`src/rtl/oric_sdram_bridge.sv`:
```
// Bridges the Oric core's RAM strobes onto the sdram controller's toggle-handshake port,
// with one request in flight and a single pending slot behind it.
module oric_sdram_bridge #(
    parameter int AW        = 16,
    parameter bit CS_GATE_Q = 1'b1
) (
    input  logic          clk_in,
    input  logic          RESET,
    input  logic [AW-1:0] ram_ad,
    input  logic [7:0]    ram_d,
    input  logic          ram_cs,
    input  logic          ram_oe,
    input  logic          ram_we,
    output logic [7:0]    ram_q,
    output logic          port_req,
    input  logic          port_ack,
    output logic [AW-1:0] port_a,
    output logic          port_we,
    output logic [1:0]    port_ds,
    output logic [15:0]   port_d,
    input  logic [15:0]   port_q,
    output logic          busy,
    output logic          overrun
);

    typedef enum logic {S_IDLE, S_WAIT} state_t;

    state_t        state;
    logic          rd_p0, wr_p0;
    logic [AW-1:0] ad_p0;
    logic          pend_vld, pend_we;
    logic [AW-1:0] pend_a;
    logic [7:0]    pend_d;
    logic [7:0]    ram_q_reg;
    logic          own;

    logic          rd, wr, trig, done, from_pend;
    logic [AW-1:0] iss_a;
    logic          iss_we;
    logic [7:0]    iss_d;

    function automatic logic [1:0] ds_sel(input logic we, input logic a0);
        return we ? (a0 ? 2'b10 : 2'b01) : 2'b11;
    endfunction

    assign rd   = ram_cs & ram_oe;
    assign wr   = ram_cs & ram_we;
    assign trig = (rd & ~rd_p0) | (wr & ~wr_p0) | (rd & rd_p0 & (ram_ad != ad_p0));
    assign done = (port_ack == port_req);

    // A completing request hands the port to the pending slot first, else to a fresh trigger.
    assign from_pend = (state == S_WAIT) & done & pend_vld;
    assign iss_a     = from_pend ? pend_a  : ram_ad;
    assign iss_we    = from_pend ? pend_we : ram_we;
    assign iss_d     = from_pend ? pend_d  : ram_d;

    // Stage p0: strobe/address history for edge detection
    always_ff @(posedge clk_in or posedge RESET) begin
        if (RESET) begin
            rd_p0 <= 1'b0;
            wr_p0 <= 1'b0;
            ad_p0 <= '0;
        end else begin
            rd_p0 <= rd;
            wr_p0 <= wr;
            ad_p0 <= ram_ad;
        end
    end

    always_ff @(posedge clk_in or posedge RESET) begin
        if (RESET) begin
            state     <= S_IDLE;
            port_req  <= 1'b0;
            port_a    <= '0;
            port_we   <= 1'b0;
            port_ds   <= 2'b11;
            port_d    <= '0;
            busy      <= 1'b0;
            overrun   <= 1'b0;
            pend_vld  <= 1'b0;
            pend_we   <= 1'b0;
            pend_a    <= '0;
            pend_d    <= '0;
            ram_q_reg <= '0;
            own       <= 1'b0;
        end else begin
            case (state)
                S_IDLE: begin
                    if (!done) begin
                        // Toggle left over from before reset: drain it without touching ram_q.
                        state <= S_WAIT;
                        busy  <= 1'b1;
                        if (trig) begin
                            pend_vld <= 1'b1;
                            pend_a   <= ram_ad;
                            pend_we  <= ram_we;
                            pend_d   <= ram_d;
                        end
                    end else if (trig) begin
                        port_a   <= iss_a;
                        port_we  <= iss_we;
                        port_ds  <= ds_sel(iss_we, iss_a[0]);
                        port_d   <= {iss_d, iss_d};
                        port_req <= ~port_req;
                        own      <= 1'b1;
                        state    <= S_WAIT;
                        busy     <= 1'b1;
                    end else begin
                        busy <= 1'b0;
                    end
                end
                S_WAIT: begin
                    if (done) begin
                        if (own && !port_we)
                            ram_q_reg <= port_a[0] ? port_q[15:8] : port_q[7:0];
                        if (pend_vld || trig) begin
                            port_a   <= iss_a;
                            port_we  <= iss_we;
                            port_ds  <= ds_sel(iss_we, iss_a[0]);
                            port_d   <= {iss_d, iss_d};
                            port_req <= ~port_req;
                            own      <= 1'b1;
                            busy     <= 1'b1;
                            pend_vld <= pend_vld & trig;
                            if (pend_vld && trig) begin
                                pend_a  <= ram_ad;
                                pend_we <= ram_we;
                                pend_d  <= ram_d;
                            end
                        end else begin
                            state <= S_IDLE;
                            own   <= 1'b0;
                            busy  <= 1'b0;
                        end
                    end else begin
                        busy <= 1'b1;
                        if (trig) begin
                            if (pend_vld)
                                overrun <= 1'b1;
                            pend_vld <= 1'b1;
                            pend_a   <= ram_ad;
                            pend_we  <= ram_we;
                            pend_d   <= ram_d;
                        end
                    end
                end
                default: state <= S_IDLE;
            endcase
        end
    end

    generate
        if (CS_GATE_Q) begin : g_gate
            assign ram_q = ram_cs ? ram_q_reg : 8'h00;
        end else begin : g_nogate
            assign ram_q = ram_q_reg;
        end
    endgenerate

endmodule

```
`config.mk`:
```
export PLATFORM = sky130hd
export DESIGN_NAME = oric_sdram_bridge
export DESIGN_NICKNAME = d
export VERILOG_FILES = /design/src/rtl/oric_sdram_bridge.sv
export SDC_FILE = /design/constraint.sdc
export NUM_CORES = 1
export LEC_CHECK = 0
export CAP_MARGIN = 5
export CORE_UTILIZATION = 30
export DETAILED_ROUTE_END_ITERATION = 10
export SYNTH_ARGS = -nofsm -noshare
export SYNTH_HDL_FRONTEND = slang
export SYNTH_SLANG_ARGS = --single-unit
```
`constraint.sdc`:
```
create_clock -name clk_in -period 2.5 [get_ports clk_in]
set_input_delay 0.5 -clock clk_in [delete_from_list [all_inputs] [get_ports clk_in]]
set_output_delay 0.5 -clock clk_in [all_outputs]
set_load 0.01 [all_outputs]
```
==> impl_metrics.ini, run 1 <==
[run_status]
status = complete, no violations

[floorplanning]
core_um2 = 12200
die_w_um = 115
rows = 40
io_pins = 92
start_util_pct = 31.3
dieArea_um2 = 13200
die_h_um = 115

[power]
power_density_nw_per_um2 = 1150
p_leak_nw = 2.47
ir_drop_mv = 0.451

[critical_path]
arrival_ns = 2.54
critPathKind = in -> reg
critPathMaxFanout = 9
required_ns = 2.71
worst_setup_path_start_kind = primary input
crit_path_end_kind = flop

[sta]
fin_crit_ns = 2.33
min_period_over_period_pct = 93.1
fin_worst_skew_ns = 0.00281
max_slew.worst_pin.slew_ns = 0.496
layout_setup_ws_ns = 0.172
fmax_mhz = 430
holdWs_ns = 0.468
maxSlewHeadroom_pct = 66.6
final-hold-violation-count = 0
rsz0062_at_grt = false
maxSlewViolCount = 0
setup_viol = 0

[synthesis]
yosysTopAreaCell = dfrtp_1
synth_nets = 366
synth_cells = 320
ys_top_cells_by_area = dfrtp_1, a221oi_2, mux2_2, inv_1, xor2_1
async_flop_share_pct = 100
ys_ff_latch = 83
syn_area_um2 = 3820
postSynthAreaPerCell_um2 = 11.9
ys_seq_area_share_pct = 54.5
ys_types = 34
yosys_warnings = 0
ys.flop_type = dfrtp_1
synth-edff-count = 0
synth.top_cell.area_share_pct = 53.1

[clock_network]
clk_latency_ns = 0.33
clk_pin_slew_ns = 0.06
cts_setup_buffers = 0
cts.root.buffer_cell = clkbuf_16
clkSinkCount = 83
clockBufferDepth = 2
htree_levels = 3
cts.hold.buffers_added = 0
cts_tree = done
numCtsBuffers = 9

[global_route]
grt_max_degree = 84
grt_pass1_wl_mm = 14.0
grt-ovfl-total = 0
antenna_found_initial = 0
grt_pass1_vias = 2740
grt.total_usage_pct = 14.1

[drt]
ant_nets = 0
drtPass1Iterations = 4
viasPerCell = 4.41
routedWlPerCell_um = 14.0
drt_iter0_drc = 81
totalWireLength_mm = 8.54
vias = 2680
drc_errors = 0

[finish]
finalNetCount = 481
postLayoutCellArea_um2 = 5390
reg_top3 = ad_p0: 16 flops, pend_a: 16 flops, port_a: 16 flops
n_antenna_cell = 0
area_delta_synth_final_pct = 41.1
drive_above_1_share_pct = 23.4
nFillCells = 1193

[place]
io_buffers = 91
dp_hpwl_mm = 6.04
placed_area_um2 = 5070
place_ws_ns = -0.328
place.gp.congestion = 0.712

[flow_run]
drv_cap = 0

[min_path]
holdCritPathClass = reg -> reg
[report_power, final]
| group | internal [W] | switching, W | total (W) | leakage [nW] |
|---|---|---|---|---|
| Sequential | 0.00189 | 0.000330 | 0.00222 | 0.958 |
| Combinational | 0.00148 | 0.00115 | 0.00263 | 1.36 |
| Clock | 0.000857 | 0.000504 | 0.00136 | 0.150 |
| Total | 0.00423 | 0.00199 | 0.00622 | 2.47 |
[final cells by class]
cell class / count / area, µm² / area share, %
Inverter: 50 / 191 / 3.55
Timing Repair Buffer: 126 / 1210 / 22.5
Clock inverter: 1 / 30.0 / 0.557
Sequential cell: 83 / 2080 / 38.6
Clock buffer: 15 / 278 / 5.16
Tap cell: 168 / 210 / 3.90
Multi-Input combinational cell: 165 / 1390 / 25.7
[worst paths after layout]
kind / endpoint / from / slack, ns / cells past startpoint
max in group asynchronous: port_ds[0] / RESET / 1.50 / 3
min: overrun / overrun / 0.47 / 2
min in group asynchronous: state / RESET / 0.65 / 3
min reg2reg: overrun / overrun / 0.47 / 2
max: port_a[15] / ram_ad[10] / 0.17 / 7
max reg2reg: port_a[15] / ad_p0[10] / 0.43 / 6
[per-layer routing]
layer / vias to the layer above / wire length, µm / GRT usage, %
met2: 81 / 3930 / 21.7
met5: - / 0 / 0
met1: 1295 / 3910 / 18.3
met3: 11 / 574 / 4.27
li1: 1293 / - / -
met4: 0 / 126 / 6.41
[cells by family (layout without fill, tap and decap cells)]
group | after synthesis | in the layout | synth area share [%]
AOI/OAI and AO/OA | 45 | 45 | 12.6
xor gates and xnor gates | 18 | 18 | 4.13
buffers and inverters | 72 | 192 | 9.47
DFF | 83 | 83 | 54.5
muxes | 40 | 40 | 11.4
and+or+nand+nor | 62 | 62 | 7.90
[metrics by stage]
step / instances / TNS (ns) / total power [W] / utilization (%)
floorplan: 320 / 0 / 0.00384 / -
global placement: 592 / -10.86 / 0.00484 / 41.5
detailed placement: 592 / -14.13 / 0.00492 / 41.5
CTS: 608 / 0 / 0.00632 / 44.0
global route: 608 / 0 / 0.00664 / 44.1
finish: 608 / 0 / 0.00622 / 44.1
[cells in the final DEF (no fill, tap or decap), types with 4 or more instances in the layout]
master | netlist | final
a21oi_1 | 4 | 4
a221oi_2 | 20 | 20
and2_1 | 10 | 10
buf_4 | 8 | 32
clkbuf_16 | 0 | 9
clkdlybuf4s50_1 | 0 | 90
dfrtp_1 | 81 | 81
inv_1 | 50 | 49
mux2_2 | 25 | 25
mux2i_1 | 12 | 12
nand2_1 | 17 | 17
nor2_1 | 24 | 24
o21ai_0 | 10 | 10
xor2_1 | 16 | 16
[repair_timing]
action / CTS / global route
hold endpoints to repair: 0 / 0
gates resized for setup: 0 / 2
endpoints found under the setup margin: 0 / 45
[Yosys cell counts, drive strengths merged, types with 6 or more instances]
cell type	count
and2	10
o21ai	10
buf	16
inv	50
a221oi	23
mux2	28
dfrtp	81
nor2	24
nand2	17
clkbuf	6
mux2i	12
xor2	16
[worst max-delay path, cell delays in order]
cell	delay, ns
clkdlybuf4s50_1	0.46
xor2_1	0.16
nor4_1	0.48
and3_4	0.31
a311o_2	0.28
buf_4	0.23
a221oi_1	0.11
(Power assumes the default switching activity.)
==> run 2, diff against run 1 <==
- DONT_BUFFER_PORTS: default -> 1
- RECOVER_POWER: default -> 25
==> impl_metrics.ini, run 2 (synthesis results as in run 1) <==
[finish]
n_antenna_cell = 0
reg_top3 = ad_p0: 16 flops, pend_a: 16 flops, port_a: 16 flops
final_cell_mix = dfrtp_1, inv_1, mux2_2
nFillCells = 1242
finalNetCount = 364
final_common_cell = dfrtp_1
area_delta_synth_final_pct = 10.6
drive_above_1_share_pct = 23.5

[critical_path]
worst_setup_path_start_kind = flop
critPathMaxFanout = 23
critPathKind = reg -> reg
required_ns = 2.73
crit_path_end_kind = flop
r2r_cells = 7
arrival_ns = 2.40

[global_route]
grt_max_degree = 84
grt_pass1_vias = 2282
grt.total_usage_pct = 13.0
antenna_found_initial = 0
grt-ovfl-total = 0
grt_pass1_wl_mm = 12.7

[sta]
min_period_over_period_pct = 86.6
fin_setup_tns_ns = 0
final-hold-violation-count = 0
fin_worst_skew_ns = 0.00836
fin_crit_ns = 2.16
max_slew.worst_pin.slew_ns = 1.87
setup_viol = 0
rsz0062_at_grt = false
maxSlewViolCount = 84
maxSlewHeadroom_pct = -24.4
fmax_mhz = 462

[floorplanning]
die_w_um = 115
die_h_um = 115
dieArea_um2 = 13200
io_pins = 92
core_um2 = 12200
rows = 40
start_util_pct = 31.3

[clock_network]
clk_latency_ns = 0.34
clockBufferDepth = 2
cts.root.buffer_cell = clkbuf_16
cts_setup_buffers = 0
htree_levels = 3
clkSinkCount = 83
ctsResizeCount = 0
cts_tree = done
cts.hold.buffers_added = 0
numCtsBuffers = 9
clk_pin_slew_ns = 0.06

[drt]
routedWlPerCell_um = 16.1
vias = 2270
drc_errors = 0
viasPerCell = 4.62
ant_nets = 0
drtPass1Iterations = 4
totalWireLength_mm = 7.90
drt_iter0_drc = 156

[power]
ir_drop_mv = 0.458
p_leak_nw = 1.96
power_density_nw_per_um2 = 1260
power_w = 0.00531

[run_status]
status = finished with violations
violations = max-capacitance violations, max-slew violations

[min_path]
min_path_cells = 0
holdCritPathClass = in -> reg

[flow_run]
drv_cap = 1

[place]
dp_hpwl_mm = 5.42
io_buffers = 0
place.gp.congestion = 0.747
-- run 2: worst paths after layout --
check	startpoint	end	slack, ns
min in group asynchronous	RESET	port_req	0.73
worst min register to register	ram_q_reg[4]	ram_q_reg[4]	0.47
worst max-delay path	ad_p0[3]	port_a[9]	0.34
worst min-delay path	ram_ad[15]	ad_p0[15]	0.19
max in group asynchronous	RESET	pend_a[1]	0.64
worst max register to register	ad_p0[3]	port_a[9]	0.34
-- run 2: final cells by class --
type                    count  area [µm²]  share of cell area, %
inverters                  50         189                   4.48
clock inverters             2        10.0                  0.237
multi-input cells         165        1380                   32.7
well taps                 168         210                   4.98
repair buffers              9        90.1                   2.13
flip-flops and latches     83        2080                   49.3
clock buffers              14         264                   6.25
-- run 2: stage by stage --
stage          setup slack [ns]  instances  util, %  hold slack (ns)  cell area [µm²]
6_report                  0.336        491     34.6            0.187             4220
5_1_grt                   0.156        491     34.6            0.173             4220
4_1_cts                   0.305        491     34.7            0.169             4240
3_5_place_dp              0.204        475     32.5            0.463             3970
3_3_place_gp              0.235        475     32.5            0.455             3970
2_1_floorplan             0.479        320        -            0.442             3820
-- run 2: critical path: stages (launching register included) --
cell and delay (ns):
dfrtp_1 0.37, xor2_1 0.16, nor4_1 0.44, buf_4 0.19
nand3_1 0.15, o211a_1 0.31, buf_12 0.18, a221oi_1 0.25
-- run 2: report_power, final --
group	internal [W]	switching [W]	total [W]	leakage, nW
logic	0.000815	0.000803	0.00162	0.863
clock network	0.000725	0.000512	0.00124	0.137
registers	0.00189	0.000558	0.00245	0.958
total	0.00343	0.00187	0.00531	1.96
-- run 2: layer usage --
metal / vias to the layer above / routed length (µm) / track usage (%)
li1: 1052 / - / -
met2: 73 / 3540 / 19.6
met3: 11 / 755 / 5.69
met4: 0 / 139 / 5.80
met5: - / 0 / 0
met1: 1134 / 3460 / 16.1
==> run 3, diff against run 2 <==
- SKIP_CTS_REPAIR_TIMING: default -> 1
==> results of run 3 <==
Final layout, timing and power as in run 2 (identical DEF).
